==> src/rtl/opl3_pkg.sv <==
// Shared types for the OPL3 register-write path: the downstream write transaction,
// the buffered host write entry and the host-port pacing FSM states.
package opl3_pkg;

  localparam int unsigned REG_FILE_DATA_WIDTH = 8;
  localparam int unsigned REG_FILE_ADDR_WIDTH = 8;
  localparam int unsigned HOST_ADDR_WIDTH     = 2;

  typedef struct packed {
    logic                           valid;
    logic                           bank_num;
    logic [REG_FILE_ADDR_WIDTH-1:0] address;
    logic [REG_FILE_DATA_WIDTH-1:0] data;
  } opl3_reg_wr_t;

  typedef struct packed {
    logic                           bank_num;
    logic [REG_FILE_ADDR_WIDTH-1:0] address;
    logic [REG_FILE_DATA_WIDTH-1:0] data;
  } host_wr_entry_t;

  localparam int unsigned HOST_WR_ENTRY_WIDTH = $bits(host_wr_entry_t);

  typedef enum logic [1:0] {
    StIdle,
    StIssue,
    StGap
  } issue_state_e;

endpackage

==> src/rtl/sync_fifo.sv <==
// Single-clock FIFO with power-of-2 depth; pushes into a full FIFO are dropped,
// pops from an empty FIFO are ignored. Head entry is presented combinationally.
module sync_fifo #(
  parameter int unsigned DATA_WIDTH = 8,
  parameter int unsigned DEPTH      = 8,
  localparam int unsigned PtrW      = $clog2(DEPTH),
  localparam int unsigned CntW      = $clog2(DEPTH) + 1
) (
  input  logic                  clk_i,
  input  logic                  rst_ni,
  input  logic                  push_i,
  input  logic [DATA_WIDTH-1:0] wdata_i,
  input  logic                  pop_i,
  output logic [DATA_WIDTH-1:0] rdata_o,
  output logic                  full_o,
  output logic                  empty_o,
  output logic [CntW-1:0]       count_o
);

  logic [DATA_WIDTH-1:0] mem_q [DEPTH];
  logic [PtrW-1:0]       wr_ptr_q, wr_ptr_d;
  logic [PtrW-1:0]       rd_ptr_q, rd_ptr_d;
  logic [CntW-1:0]       count_q, count_d;
  logic                  push_ok, pop_ok;

  assign full_o  = (count_q == CntW'(DEPTH));
  assign empty_o = (count_q == '0);
  assign count_o = count_q;
  assign rdata_o = mem_q[rd_ptr_q];

  assign push_ok = push_i && !full_o;
  assign pop_ok  = pop_i && !empty_o;

  // Pointers wrap naturally because DEPTH is a power of 2.
  always_comb begin
    wr_ptr_d = wr_ptr_q + PtrW'(push_ok);
    rd_ptr_d = rd_ptr_q + PtrW'(pop_ok);
    count_d  = count_q + CntW'(push_ok) - CntW'(pop_ok);
  end

  always_ff @(posedge clk_i or negedge rst_ni) begin
    if (!rst_ni) begin
      wr_ptr_q <= '0;
      rd_ptr_q <= '0;
      count_q  <= '0;
    end else begin
      wr_ptr_q <= wr_ptr_d;
      rd_ptr_q <= rd_ptr_d;
      count_q  <= count_d;
    end
  end

  always_ff @(posedge clk_i) begin
    if (push_ok) begin
      mem_q[wr_ptr_q] <= wdata_i;
    end
  end

endmodule

==> src/rtl/opl3_host_port.sv <==
// Host side of the OPL3 register map: latches index writes, queues data writes and
// issues them downstream as single-cycle valid pulses spaced at least MIN_WR_GAP apart.
module opl3_host_port
  import opl3_pkg::*;
#(
  parameter int unsigned FIFO_DEPTH = 8,
  parameter int unsigned MIN_WR_GAP = 4
) (
  input  logic                       clk,
  input  logic                       reset_n,
  input  logic [HOST_ADDR_WIDTH-1:0] host_addr,
  input  logic                       host_wr,
  input  logic                       host_rd,
  input  logic [7:0]                 host_din,
  output logic [7:0]                 host_dout,
  input  logic [7:0]                 status_in,
  output logic                       fifo_full,
  output logic                       overflow,
  output opl3_reg_wr_t               opl3_reg_wr
);

  localparam int unsigned CntW = $clog2(FIFO_DEPTH) + 1;
  localparam int unsigned GapW = (MIN_WR_GAP > 1) ? $clog2(MIN_WR_GAP) : 1;
  localparam logic [GapW-1:0] GapReload = GapW'(MIN_WR_GAP - 1);

  // Reset asserts asynchronously but releases in step with clk.
  logic [1:0] rst_sync_q, rst_sync_d;
  logic       rst_n_int;

  assign rst_sync_d = {rst_sync_q[0], 1'b1};
  assign rst_n_int  = rst_sync_q[1];

  always_ff @(posedge clk or negedge reset_n) begin
    if (!reset_n) rst_sync_q <= 2'b00;
    else          rst_sync_q <= rst_sync_d;
  end

  logic [7:0]     index_reg_q, index_reg_d;
  logic           index_bank_q, index_bank_d;
  logic [7:0]     host_dout_q, host_dout_d;
  logic           overflow_q, overflow_d;
  issue_state_e   state_q, state_d;
  logic [GapW-1:0] gap_cnt_q, gap_cnt_d;
  opl3_reg_wr_t   reg_wr_q, reg_wr_d;

  logic           data_wr, issue;
  logic           fifo_full_int, fifo_empty;
  logic [CntW-1:0] fifo_count;
  host_wr_entry_t push_entry, head_entry;

  assign data_wr = host_wr && host_addr[0];

  // Bank comes from the latched index, not from the data port address.
  always_comb begin
    push_entry.bank_num = index_bank_q;
    push_entry.address  = index_reg_q;
    push_entry.data     = host_din;
  end

  sync_fifo #(
    .DATA_WIDTH (HOST_WR_ENTRY_WIDTH),
    .DEPTH      (FIFO_DEPTH)
  ) u_fifo (
    .clk_i   (clk),
    .rst_ni  (rst_n_int),
    .push_i  (data_wr),
    .wdata_i (push_entry),
    .pop_i   (issue),
    .rdata_o (head_entry),
    .full_o  (fifo_full_int),
    .empty_o (fifo_empty),
    .count_o (fifo_count)
  );

  always_comb begin
    index_reg_d  = index_reg_q;
    index_bank_d = index_bank_q;
    if (host_wr && !host_addr[0]) begin
      index_reg_d  = host_din;
      index_bank_d = host_addr[1];
    end
    host_dout_d = host_dout_q;
    if (host_rd) begin
      host_dout_d = (host_addr == '0) ? status_in : 8'hFF;
    end
    overflow_d = data_wr && fifo_full_int;
  end

  // Pacing FSM: the ISSUE state is the cycle the valid pulse is on the output.
  always_comb begin
    state_d        = state_q;
    gap_cnt_d      = gap_cnt_q;
    reg_wr_d       = reg_wr_q;
    reg_wr_d.valid = 1'b0;
    issue          = 1'b0;
    unique case (state_q)
      StIdle: begin
        issue = !fifo_empty;
      end
      StIssue, StGap: begin
        if (MIN_WR_GAP == 1) begin
          issue   = !fifo_empty;
          state_d = StIdle;
        end else if (gap_cnt_q <= GapW'(1)) begin
          gap_cnt_d = '0;
          state_d   = StIdle;
        end else begin
          gap_cnt_d = gap_cnt_q - GapW'(1);
          state_d   = StGap;
        end
      end
      default: state_d = StIdle;
    endcase
    if (issue) begin
      reg_wr_d.valid    = 1'b1;
      reg_wr_d.bank_num = head_entry.bank_num;
      reg_wr_d.address  = head_entry.address;
      reg_wr_d.data     = head_entry.data;
      gap_cnt_d         = GapReload;
      state_d           = StIssue;
    end
  end

  always_ff @(posedge clk or negedge rst_n_int) begin
    if (!rst_n_int) begin
      index_reg_q  <= '0;
      index_bank_q <= 1'b0;
      host_dout_q  <= '0;
      overflow_q   <= 1'b0;
      state_q      <= StIdle;
      gap_cnt_q    <= '0;
      reg_wr_q     <= '0;
    end else begin
      index_reg_q  <= index_reg_d;
      index_bank_q <= index_bank_d;
      host_dout_q  <= host_dout_d;
      overflow_q   <= overflow_d;
      state_q      <= state_d;
      gap_cnt_q    <= gap_cnt_d;
      reg_wr_q     <= reg_wr_d;
    end
  end

  assign host_dout   = host_dout_q;
  assign overflow    = overflow_q;
  assign opl3_reg_wr = reg_wr_q;
  assign fifo_full   = (fifo_count == CntW'(FIFO_DEPTH));

endmodule

==> config.mk <==
export PLATFORM = sky130hd
export DESIGN_NAME = opl3_host_port
export DESIGN_NICKNAME = d
export VERILOG_FILES = /design/src/rtl/opl3_pkg.sv /design/src/rtl/sync_fifo.sv /design/src/rtl/opl3_host_port.sv
export SDC_FILE = /design/constraint.sdc
export NUM_CORES = 1
export LEC_CHECK = 0
export ABC_AREA = 1
export ABC_CLOCK_PERIOD_IN_PS = 3020
export CAP_MARGIN = 10
export CORE_UTILIZATION = 51
export DETAILED_ROUTE_END_ITERATION = 12
export GPL_TIMING_DRIVEN = 0
export HOLD_SLACK_MARGIN = 0.12
export PLACE_DENSITY = 0.7
export SLEW_MARGIN = 25
export SYNTH_ARGS = -nofsm -noshare
export SYNTH_HDL_FRONTEND = slang
export SYNTH_SLANG_ARGS = --single-unit
==> constraint.sdc <==
create_clock -name clk -period 3.02 [get_ports clk]
set_clock_uncertainty 0.1 [all_clocks]
set_input_delay 0.604 -clock clk [delete_from_list [all_inputs] [get_ports clk]]
set_output_delay 0.604 -clock clk [all_outputs]
set_load 0.02 [all_outputs]
==> impl_metrics.json, run 1 <==
{
  "grt_pass1_wl_microns": 27730,
  "final.fill_count": 1124,
  "power.switching_mw": 3.204,
  "p_total_mw": 9.124,
  "post_cts_buffers": 0,
  "portBuffers": 48,
  "grtUsageTotal_pct": 23.80,
  "ant_nets": 0,
  "core-area_sq_um": 15150,
  "slowest_stage": "fa_1",
  "syn-cell-area_sq_um": 7861,
  "grt_start_max_net_pins": 28,
  "worst_ep_required_time_ns": 3.24,
  "path_cells": "inv_1 -> ha_1 -> nand3_1 -> nand2_1 -> inv_2 -> buf_2 -> ha_1 -> inv_1 -> ha_1 -> inv_1 -> fa_1 -> xnor2_1",
  "final-hold-violation-count": 0,
  "vias_per_cell": 5.241,
  "root_buffer": "clkbuf_16",
  "dpl_worst_slack_ns": 0.007526,
  "post_dp_cell_area_sq_um": 8686,
  "wire_per_inst_microns": 17.66,
  "intPower_mw": 5.919,
  "path_max_fanout": 12,
  "dp_hpwl_microns": 11400,
  "yosys_warnings": 0,
  "grt_pass1_vias": 5300,
  "synth_area_per_cell_sq_um": 10.75,
  "synth_top_area_share_pct": 51.95,
  "ioPinCount": 50,
  "worst_hold_path_type": "register to async pin",
  "slew_violations": 0,
  "vias": 5262,
  "worst-endpoint-arrival_ns": 2.99,
  "holdWs_ns": 0.1532,
  "gp_congestion": 0.8076,
  "die_h_microns": 126.2,
  "diodes": 0,
  "fin_ws_ns": 0.2432,
  "die_area_sq_um": 15920,
  "clk_path_buf_depth": 2,
  "worst-path-buf-inv": 5,
  "clkPwrFrac_pct": 27.7,
  "fin_crit_sh_pct": 91.95,
  "overflow": 0,
  "worstSetupEndpointType": "register",
  "numCtsBuffers": 17,
  "synth_cells": 731,
  "post-route-drc-count": 0,
  "ctsResizeCount": 0,
  "ys_types": 23,
  "min_period_ns": 2.777,
  "tns_ns": 0,
  "clk_pin_slew_ns": 0.07,
  "yosysTopAreaCell": "edfxtp_1",
  "path_delay_family": "adder cells",
  "worstSetupStartpointType": "register",
  "drt-total-wl_microns": 17730,
  "slew-limit-headroom_pct": 48.91,
  "p_sw_share_pct": 35.12,
  "vdd_drop_max_mv": 0.6024,
  "comb_power_share_pct": 34.8,
  "ys_ff_latch": 188,
  "fin_nets": 837,
  "leakage_nw": 4.147,
  "syn_to_final_growth_pct": 19.32,
  "worst-slew-pin-transition_ns": 0.7663,
  "antenna_found_initial": 0,
  "status": "completed",
  "row_count": 45,
  "start_util_pct": 51.90,
  "setup_viol": 0,
  "synth_seq_area_share_pct": 68.50,
  "seqPwrFrac_pct": 37.5,
  "drv_cap": 0,
  "power.density_nw_per_um2": 972.7,
  "path_class": "register to register",
  "slowest_delay_ns": 0.38,
  "drive_above_1_share_pct": 10.29,
  "clk_latency_ns": 0.43,
  "cts_tree": "built",
  "grt_setup_unrepaired": "no",
  "drtIter0Drc": 489,
  "clkSinkCount": 188,
  "fmax_mhz": 360.1,
  "fin_area_sq_um": 9380,
  "syn_nets": 765,
  "dieWidth_microns": 126.2,
  "ctsHtreeMaxLevel": 4,
  "ctsHoldBuffers": 0,
  "ys_top_cells_by_area": "edfxtp_1, dfrtp_1, nand2_1, nand3_1, inv_1",
  "drt_pass1_iterations": 5
}
==> per-layer routing <==
layer | global-route usage (%) | wire length [microns] | up-vias
met2 | 39.65 | 8791 | 191
met3 | 3.823 | 1085 | 27
met1 | 31.42 | 7526 | 2560
met5 | 0 | 0 | -
li1 | - | - | 2484
met4 | 9.426 | 324 | 0
==> cell families after synthesis <==
group | count (synthesis) | synth area share, %
AND/OR/NAND/NOR | 343 | 18.08
flip-flops | 188 | 68.50
buffers and inverters | 161 | 8.594
adder cells (fa/ha/maj) | 12 | 2.005
AO/OA/AOI/OAI | 12 | 0.8912
multiplexers | 10 | 1.432
XOR/XNOR | 4 | 0.4457
other | 1 | 0.04770
==> sequential cells by signal, indices dropped and copies added, names as in the netlist <==
register,count
index_bank_q,1
gap_cnt_q,2
u_fifo.count_o,4
u_fifo.mem_q,136
opl3_reg_wr,18
overflow,1
rst_sync_q,2
u_fifo.rd_ptr_q,3
host_dout,8
index_reg_q,8
state_q,2
u_fifo.wr_ptr_q,3
==> cell usage in the layout, fill, tap and decap left out, types with 3 or more instances in the layout <==
cell type,synthesis,layout
a31oi_1,8,8
buf_2,15,15
buf_4,6,6
buf_6,4,8
bufinv_16,0,3
clkbuf_1,4,4
clkbuf_16,0,20
clkbuf_8,0,6
clkdlybuf4s50_1,0,48
dfrtp_1,52,51
edfxtp_1,136,136
ha_1,11,11
inv_1,127,127
inv_2,3,3
mux2_2,10,10
nand2_1,218,218
nand3_1,104,104
nor2_1,20,12
nor2_2,0,4
nor2_4,0,4
o21ai_0,3,3
==> synthesized netlist by cell type <==
master / instances
a21oi_1: 1
a31oi_1: 8
buf_1: 1
buf_2: 15
buf_4: 6
buf_6: 4
clkbuf_1: 4
clkinv_1: 1
conb_1: 1
dfrtp_1: 52
edfxtp_1: 136
fa_1: 1
ha_1: 11
inv_1: 127
inv_2: 3
mux2_2: 10
nand2_1: 218
nand3_1: 104
nor2_1: 20
nor3b_1: 1
o21ai_0: 3
xnor2_1: 2
xor2_1: 2
==> power by group through the flow <==
stage / logic, mW / clock network [mW] / registers (mW)
2_1_floorplan: 1.84 / 0 / 3.59
3_3_place_gp: 2.96 / 0 / 3.46
3_5_place_dp: 3.14 / 0 / 3.48
4_1_cts: 3.17 / 2.54 / 3.43
5_1_grt: 3.49 / 2.65 / 3.47
6_report: 3.18 / 2.53 / 3.42
==> through the flow <==
step | instances | utilization (%)
after floorplan | 731 | -
after detailed placement | 972 | 57.35
after CTS | 1004 | 61.93
after global routing | 1004 | 61.93
after global placement | 967 | 56.63
final | 1004 | 61.93
==> layout make-up <==
cell class	instances	area, sq um	area share, %
flip-flops and latches	188	5389	57.45
multi-input cells	382	1841	19.62
clock buffers	26	583.1	6.216
repair buffers	53	545.5	5.816
inverters	131	491.7	5.242
well taps	188	235.2	2.508
plain buffers	30	183.9	1.961
clock inverters	6	111.4	1.187
==> path summary, 6_finish.rpt <==
kind	from	end	slack, ns	depth (start not counted)
setup / recovery	u_fifo.count_o[2]	u_fifo.count_o[2]	0.24	12
hold / removal	rst_sync_q[1]	u_fifo.wr_ptr_q[0]	0.15	0
setup reg to reg	u_fifo.count_o[2]	u_fifo.count_o[2]	0.24	12
hold reg to reg	rst_sync_q[1]	u_fifo.wr_ptr_q[0]	0.15	0
max in group asynchronous	rst_sync_q[1]	opl3_reg_wr[17]	2.19	1
min in group clk	rst_sync_q[0]	rst_sync_q[1]	0.26	0
Note: power is estimated with default switching activity, not from simulation.
==> inputs of run 2 (changes only) <==
--- a/config.mk
+++ b/config.mk
@@ -8,11 +8,13 @@
 export ABC_AREA = 1
 export ABC_CLOCK_PERIOD_IN_PS = 3020
 export CAP_MARGIN = 10
+export CELL_PAD_IN_SITES_DETAIL_PLACEMENT = 0
+export CELL_PAD_IN_SITES_GLOBAL_PLACEMENT = 1
 export CORE_UTILIZATION = 51
 export DETAILED_ROUTE_END_ITERATION = 12
 export GPL_TIMING_DRIVEN = 0
 export HOLD_SLACK_MARGIN = 0.12
-export PLACE_DENSITY = 0.7
+export PLACE_DENSITY_LB_ADDON = 0.1
 export SLEW_MARGIN = 25
 export SYNTH_ARGS = -nofsm -noshare
 export SYNTH_HDL_FRONTEND = slang
==> run 2 against run 1 <==
Power shrank 3.2%. Sequential share of layout area increased by 0.62 points. Worst hold slack improved by 0.054 ns. Cell area shrank 1.1%. Combinational power is essentially flat. Fmax is 1.6% lower.
==> impl_metrics.json, run 2 (synthesis gave the netlist of run 1 again) <==
{
  "drt-total-wl_microns": 17870,
  "die_h_microns": 126.2,
  "slowest_delay_ns": 0.68,
  "grt_setup_unrepaired": "no",
  "dp.cells": 971,
  "fin_nets": 837,
  "finalNonFillerCells": 1003,
  "path_depth": 4,
  "worstSetupStartpointType": "register",
  "setup_viol": 0,
  "worst-path-buf-inv": 2,
  "grt_start_max_net_pins": 35,
  "worst-endpoint-arrival_ns": 2.12,
  "path_class": "register to primary output",
  "ff_latch_area_sq_um": 5389,
  "vdd_drop_max_mv": 0.4621,
  "grt_pass1_vias": 5189,
  "crit_start": "u_fifo.count_o[2]",
  "fin_crit_sh_pct": 93.43,
  "post_cts_buffers": 0,
  "row_count": 45,
  "final_common_cell": "nand2_1",
  "grt_pass1_wl_microns": 28500,
  "worst_ep_required_time_ns": 2.32,
  "wire_per_inst_microns": 17.81,
  "syn_to_final_growth_pct": 18.05,
  "start_util_pct": 51.90,
  "layout_common_cells": "nand2_1, edfxtp_1, inv_1",
  "final-hold-violation-count": 0,
  "clk_pin_slew_ns": 0.06,
  "largest_register": "u_fifo.mem_q",
  "grtUsageTotal_pct": 24.69,
  "min_period_ns": 2.822,
  "leakage_nw": 4.085,
  "portBuffers": 48,
  "vias_per_cell": 5.090,
  "largest_register_ffs": 136,
  "overflow": 0,
  "drt_pass1_iterations": 5,
  "ioPinCount": 50,
  "clkSinkCount": 188,
  "vias": 5105,
  "ctsHtreeMaxLevel": 4,
  "post-route-drc-count": 0,
  "r2r_end": "u_fifo.count_o[2]",
  "path_max_fanout": 3,
  "power.density_nw_per_um2": 951.8,
  "slew_violations": 0,
  "ctsResizeCount": 0,
  "clk_path_buf_depth": 2,
  "r2r_setup_slack_ns": 0.33,
  "worst-slew-pin-transition_ns": 0.7899,
  "status": "completed",
  "slew-limit-headroom_pct": 47.17,
  "gp_congestion": 0.7657,
  "numCtsBuffers": 17,
  "path_cells": "inv_1 -> ha_1 -> nor3b_1 -> clkdlybuf4s50_1",
  "final.fill_count": 1224,
  "multi_input_area_sq_um": 1846,
  "die_area_sq_um": 15920,
  "slowest_stage": "clkdlybuf4s50_1",
  "clk_latency_ns": 0.43,
  "worst_hold_path_type": "register to async pin",
  "dieWidth_microns": 126.2,
  "ctsHoldBuffers": 1,
  "cts_tree": "built",
  "drive_above_1_share_pct": 9.325,
  "worstSetupEndpointType": "primary output",
  "drtIter0Drc": 369,
  "rr_startpoint": "u_fifo.count_o[2]",
  "fmax_mhz": 354.4,
  "reg2regPathDepth": 12,
  "path_delay_family": "buffers and inverters",
  "drv_cap": 0,
  "p_total_mw": 8.833,
  "dp_hpwl_microns": 11520,
  "endpoint": "fifo_full",
  "antenna_found_initial": 0,
  "diodes": 0,
  "root_buffer": "clkbuf_16",
  "ant_nets": 0,
  "core-area_sq_um": 15150
}
## run 2: changes by cell type in the layout (fill, tap and decap cells not counted), sizes merged
cell / before / now
dlygate4sd3: 0 / 1
buf: 31 / 30
clkinv: 2 / 7
clkinvlp: 0 / 1
inv: 132 / 130
clkbuf: 30 / 25
## run 2: layout make-up
class                           count  share of cell area [%]
Buffer                             30                   1.982
Clock buffer                       21                   4.962
Inverter                          131                   5.299
Timing Repair Buffer               53                   5.946
Tap cell                          188                   2.535
Multi-Input combinational cell    382                   19.89
Sequential cell                   188                   58.07
Clock inverter                     10                   1.321
## run 2: stage by stage
stage | worst slack, ns | TNS (ns) | cell area [sq um] | hold slack [ns] | utilization (%)
after floorplan | 0.6914 | 0 | 7861 | 0.2084 | -
after global placement | -0.6157 | -70.06 | 8577 | 0.2373 | 56.63
after detailed placement | 0.07679 | 0 | 8687 | 0.1042 | 57.36
after CTS | 0.1865 | 0 | 9280 | 0.2151 | 61.27
after global routing | 0.09402 | 0 | 9280 | 0.2129 | 61.27
final | 0.1985 | 0 | 9280 | 0.2071 | 61.27
## run 2: metal layers
metal,global-route usage [%],up-vias,wire (microns)
li1,-,2477,-
met5,0,-,0
met4,7.512,0,244
met2,41.44,132,8872
met3,4.545,22,774
met1,32.85,2474,7977
## run 2: power by group
part	switching (mW)	internal, mW
sequential	0.202	3.22
combinational	2.07	1.11
clock	0.903	1.33
total	3.17	5.66
## run 2: worst min-delay path by stage
| stage | from | end | slack, ns | depth (start not counted) |
|---|---|---|---|---|
| 4_1_cts | reset_n | rst_sync_q[1] | 0.22 | 1 |
| 3_3_place_gp | rst_sync_q[0] | rst_sync_q[1] | 0.24 | 0 |
| 6_report | rst_sync_q[1] | overflow | 0.21 | 1 |
| 5_1_grt | reset_n | rst_sync_q[1] | 0.21 | 1 |
| 3_5_place_dp | rst_sync_q[1] | host_dout[1] | 0.10 | 0 |
| 2_1_floorplan | reset_n | rst_sync_q[0] | 0.21 | 0 |
## run 2: worst reg2reg max path: stages, from the launching register on
cell and delay (ns):
dfrtp_1 0.32, inv_1 0.08, ha_1 0.21, nand3_1 0.12
nand2_1 0.10, inv_2 0.21, buf_2 0.38, ha_1 0.29
inv_1 0.06, ha_1 0.16, inv_1 0.05, fa_1 0.37
xnor2_1 0.13
==> inputs of run 3 (changes only) <==
--- a/config.mk
+++ b/config.mk
@@ -12,6 +12,7 @@
 export CELL_PAD_IN_SITES_GLOBAL_PLACEMENT = 1
 export CORE_UTILIZATION = 51
 export DETAILED_ROUTE_END_ITERATION = 12
+export DONT_BUFFER_PORTS = 1
 export GPL_TIMING_DRIVEN = 0
 export HOLD_SLACK_MARGIN = 0.12
 export PLACE_DENSITY_LB_ADDON = 0.1
==> run 3 against run 2 <==
Cell count shrank 4.5%. Fmax rose by 4.6%. Sequential power increased by 5%. Worst setup slack improved by 0.13 ns. Via count down 2.1%. Worst hold slack lost 0.045 ns. Critical path type is now register to register. Largest cell class unchanged.
==> impl_metrics.json, run 3 (synthesis gave the netlist of run 1 again) <==
{
  "grt_start_max_net_pins": 36,
  "grt_setup_unrepaired": "no",
  "ff_latch_area_sq_um": 5389,
  "drtIter0Drc": 450,
  "worstSetupEndpointType": "register",
  "ctsHoldBuffers": 2,
  "worst_hold_path_type": "input pin to register",
  "final-hold-violation-count": 0,
  "post_cts_buffers": 0,
  "die_h_microns": 126.2,
  "seqPwrFrac_pct": 41.3,
  "fmax_mhz": 370.8,
  "core-area_sq_um": 15150,
  "met1_usage_pct": 32.98,
  "path_max_fanout": 12,
  "numCtsBuffers": 17,
  "crit_start": "u_fifo.count_o[2]",
  "worstSetupStartpointType": "register",
  "slowest_stage": "fa_1",
  "largest_register_ffs": 136,
  "clk_latency_ns": 0.43,
  "row_count": 45,
  "path_cells": "inv_1 -> ha_1 -> nand3_1 -> nand2_1 -> inv_2 -> buf_2 -> ha_1 -> inv_1 -> ha_1 -> inv_1 -> fa_1 -> xnor2_1",
  "worst-endpoint-arrival_ns": 2.91,
  "p_sw_share_pct": 36.41,
  "fin_crit_sh_pct": 89.29,
  "power.switching_mw": 3.174,
  "intPower_mw": 5.543,
  "drt-total-wl_microns": 17840,
  "grtUsageTotal_pct": 24.18,
  "final_common_cell": "nand2_1",
  "clk_pin_slew_ns": 0.07,
  "syn_to_final_growth_pct": 12.83,
  "die_area_sq_um": 15920,
  "met2_usage_pct": 38.64,
  "final.fill_count": 1253,
  "wire_per_inst_microns": 18.62,
  "comb_power_share_pct": 31.4,
  "clkPwrFrac_pct": 27.3,
  "multi_input_area_sq_um": 1841,
  "setup_viol": 0,
  "grt_pass1_vias": 4839,
  "slew-limit-headroom_pct": 44.06,
  "rr_startpoint": "u_fifo.count_o[2]",
  "vias_per_cell": 5.216,
  "grt_pass1_wl_microns": 27500,
  "antenna_found_initial": 0,
  "power.density_nw_per_um2": 982.7,
  "min_period_ns": 2.697,
  "vdd_drop_max_mv": 0.6390,
  "cts_tree": "built",
  "p_total_mw": 8.716,
  "drv_cap": 0,
  "fin_nets": 791,
  "use_met3_pct": 4.673,
  "gp_congestion": 0.7743,
  "diodes": 0,
  "start_util_pct": 51.90,
  "holdWs_ns": 0.1617,
  "leakage_nw": 3.937,
  "layout_common_cells": "nand2_1, edfxtp_1, inv_1",
  "ant_nets": 0,
  "slowest_delay_ns": 0.38,
  "slew_violations": 0,
  "drive_above_1_share_pct": 10.65,
  "clkSinkCount": 188,
  "ioPinCount": 50,
  "dieWidth_microns": 126.2,
  "largest_register": "u_fifo.mem_q",
  "ctsResizeCount": 0,
  "root_buffer": "clkbuf_16",
  "drt_pass1_iterations": 5,
  "path_class": "register to register",
  "clk_path_buf_depth": 2,
  "worst_ep_required_time_ns": 3.24,
  "post-route-drc-count": 0,
  "ctsHtreeMaxLevel": 4,
  "worst-path-buf-inv": 5,
  "vias": 4997,
  "path_delay_family": "adder cells",
  "worstHoldStart": "host_din[7]",
  "status": "completed",
  "worst-slew-pin-transition_ns": 0.8373,
  "portBuffers": 0,
  "busiest_layer": "met2",
  "overflow": 0,
  "dp_hpwl_microns": 11600
}
## run 3: cell count changes in the layout (fill, tap and decap cells not counted)
cell | previous run | this run
buf_8 | 2 | 1
clkinv_4 | 0 | 1
clkdlybuf4s50_1 | 48 | 0
clkbuf_16 | 17 | 19
clkinv_2 | 2 | 3
buf_6 | 5 | 7
nor2_2 | 3 | 4
clkinv_1 | 5 | 1
nor2_4 | 5 | 4
inv_6 | 0 | 1
dlygate4sd3_1 | 1 | 2
## run 3: cell type report
type | instances | share of cell area (%)
sequential | 188 | 60.76
multi-input combinational | 382 | 20.75
clock buffer | 23 | 5.755
inverter | 131 | 5.544
tap | 188 | 2.652
buffer | 30 | 2.074
clock inverter | 9 | 1.467
timing repair buffer | 7 | 1.002
## run 3: worst paths after layout
path / to / slack, ns / cells past startpoint
min in group asynchronous: overflow / 0.18 / 1
max: u_fifo.count_o[2] / 0.32 / 12
min: u_fifo.mem_q[6][7] / 0.16 / 0
min reg2reg: overflow / 0.18 / 1
max in group asynchronous: index_reg_q[2] / 1.49 / 1
max reg2reg: u_fifo.count_o[2] / 0.32 / 12
## run 3: metal layers
metal | up-vias | share of wire (%)
met4 | 0 | 1.7
li1 | 2390 | -
met3 | 26 | 5.8
met1 | 2433 | 44
met2 | 148 | 48
met5 | - | 0
## run 3: power by group through the flow
stage | combinational, mW | clock [mW] | sequential (mW)
after floorplan | 1.84 | 0 | 3.59
after global placement | 2.58 | 0 | 3.65
after detailed placement | 2.72 | 0 | 3.66
after CTS | 2.74 | 2.41 | 3.60
after global routing | 3.07 | 2.50 | 3.65
final | 2.74 | 2.38 | 3.60
## run 3: per-stage QoR
stage | setup slack, ns | std cells | TNS (ns) | util [%] | cell area [sq um]
floorplan | 0.6914 | 731 | 0 | - | 7861
global placement | -0.2360 | 919 | -15.80 | 53.46 | 8097
detailed placement | 0.3054 | 924 | 0 | 54.20 | 8209
CTS | 0.2919 | 958 | 0 | 58.56 | 8870
global route | 0.1742 | 958 | 0 | 58.56 | 8870
finish | 0.3235 | 958 | 0 | 58.56 | 8870
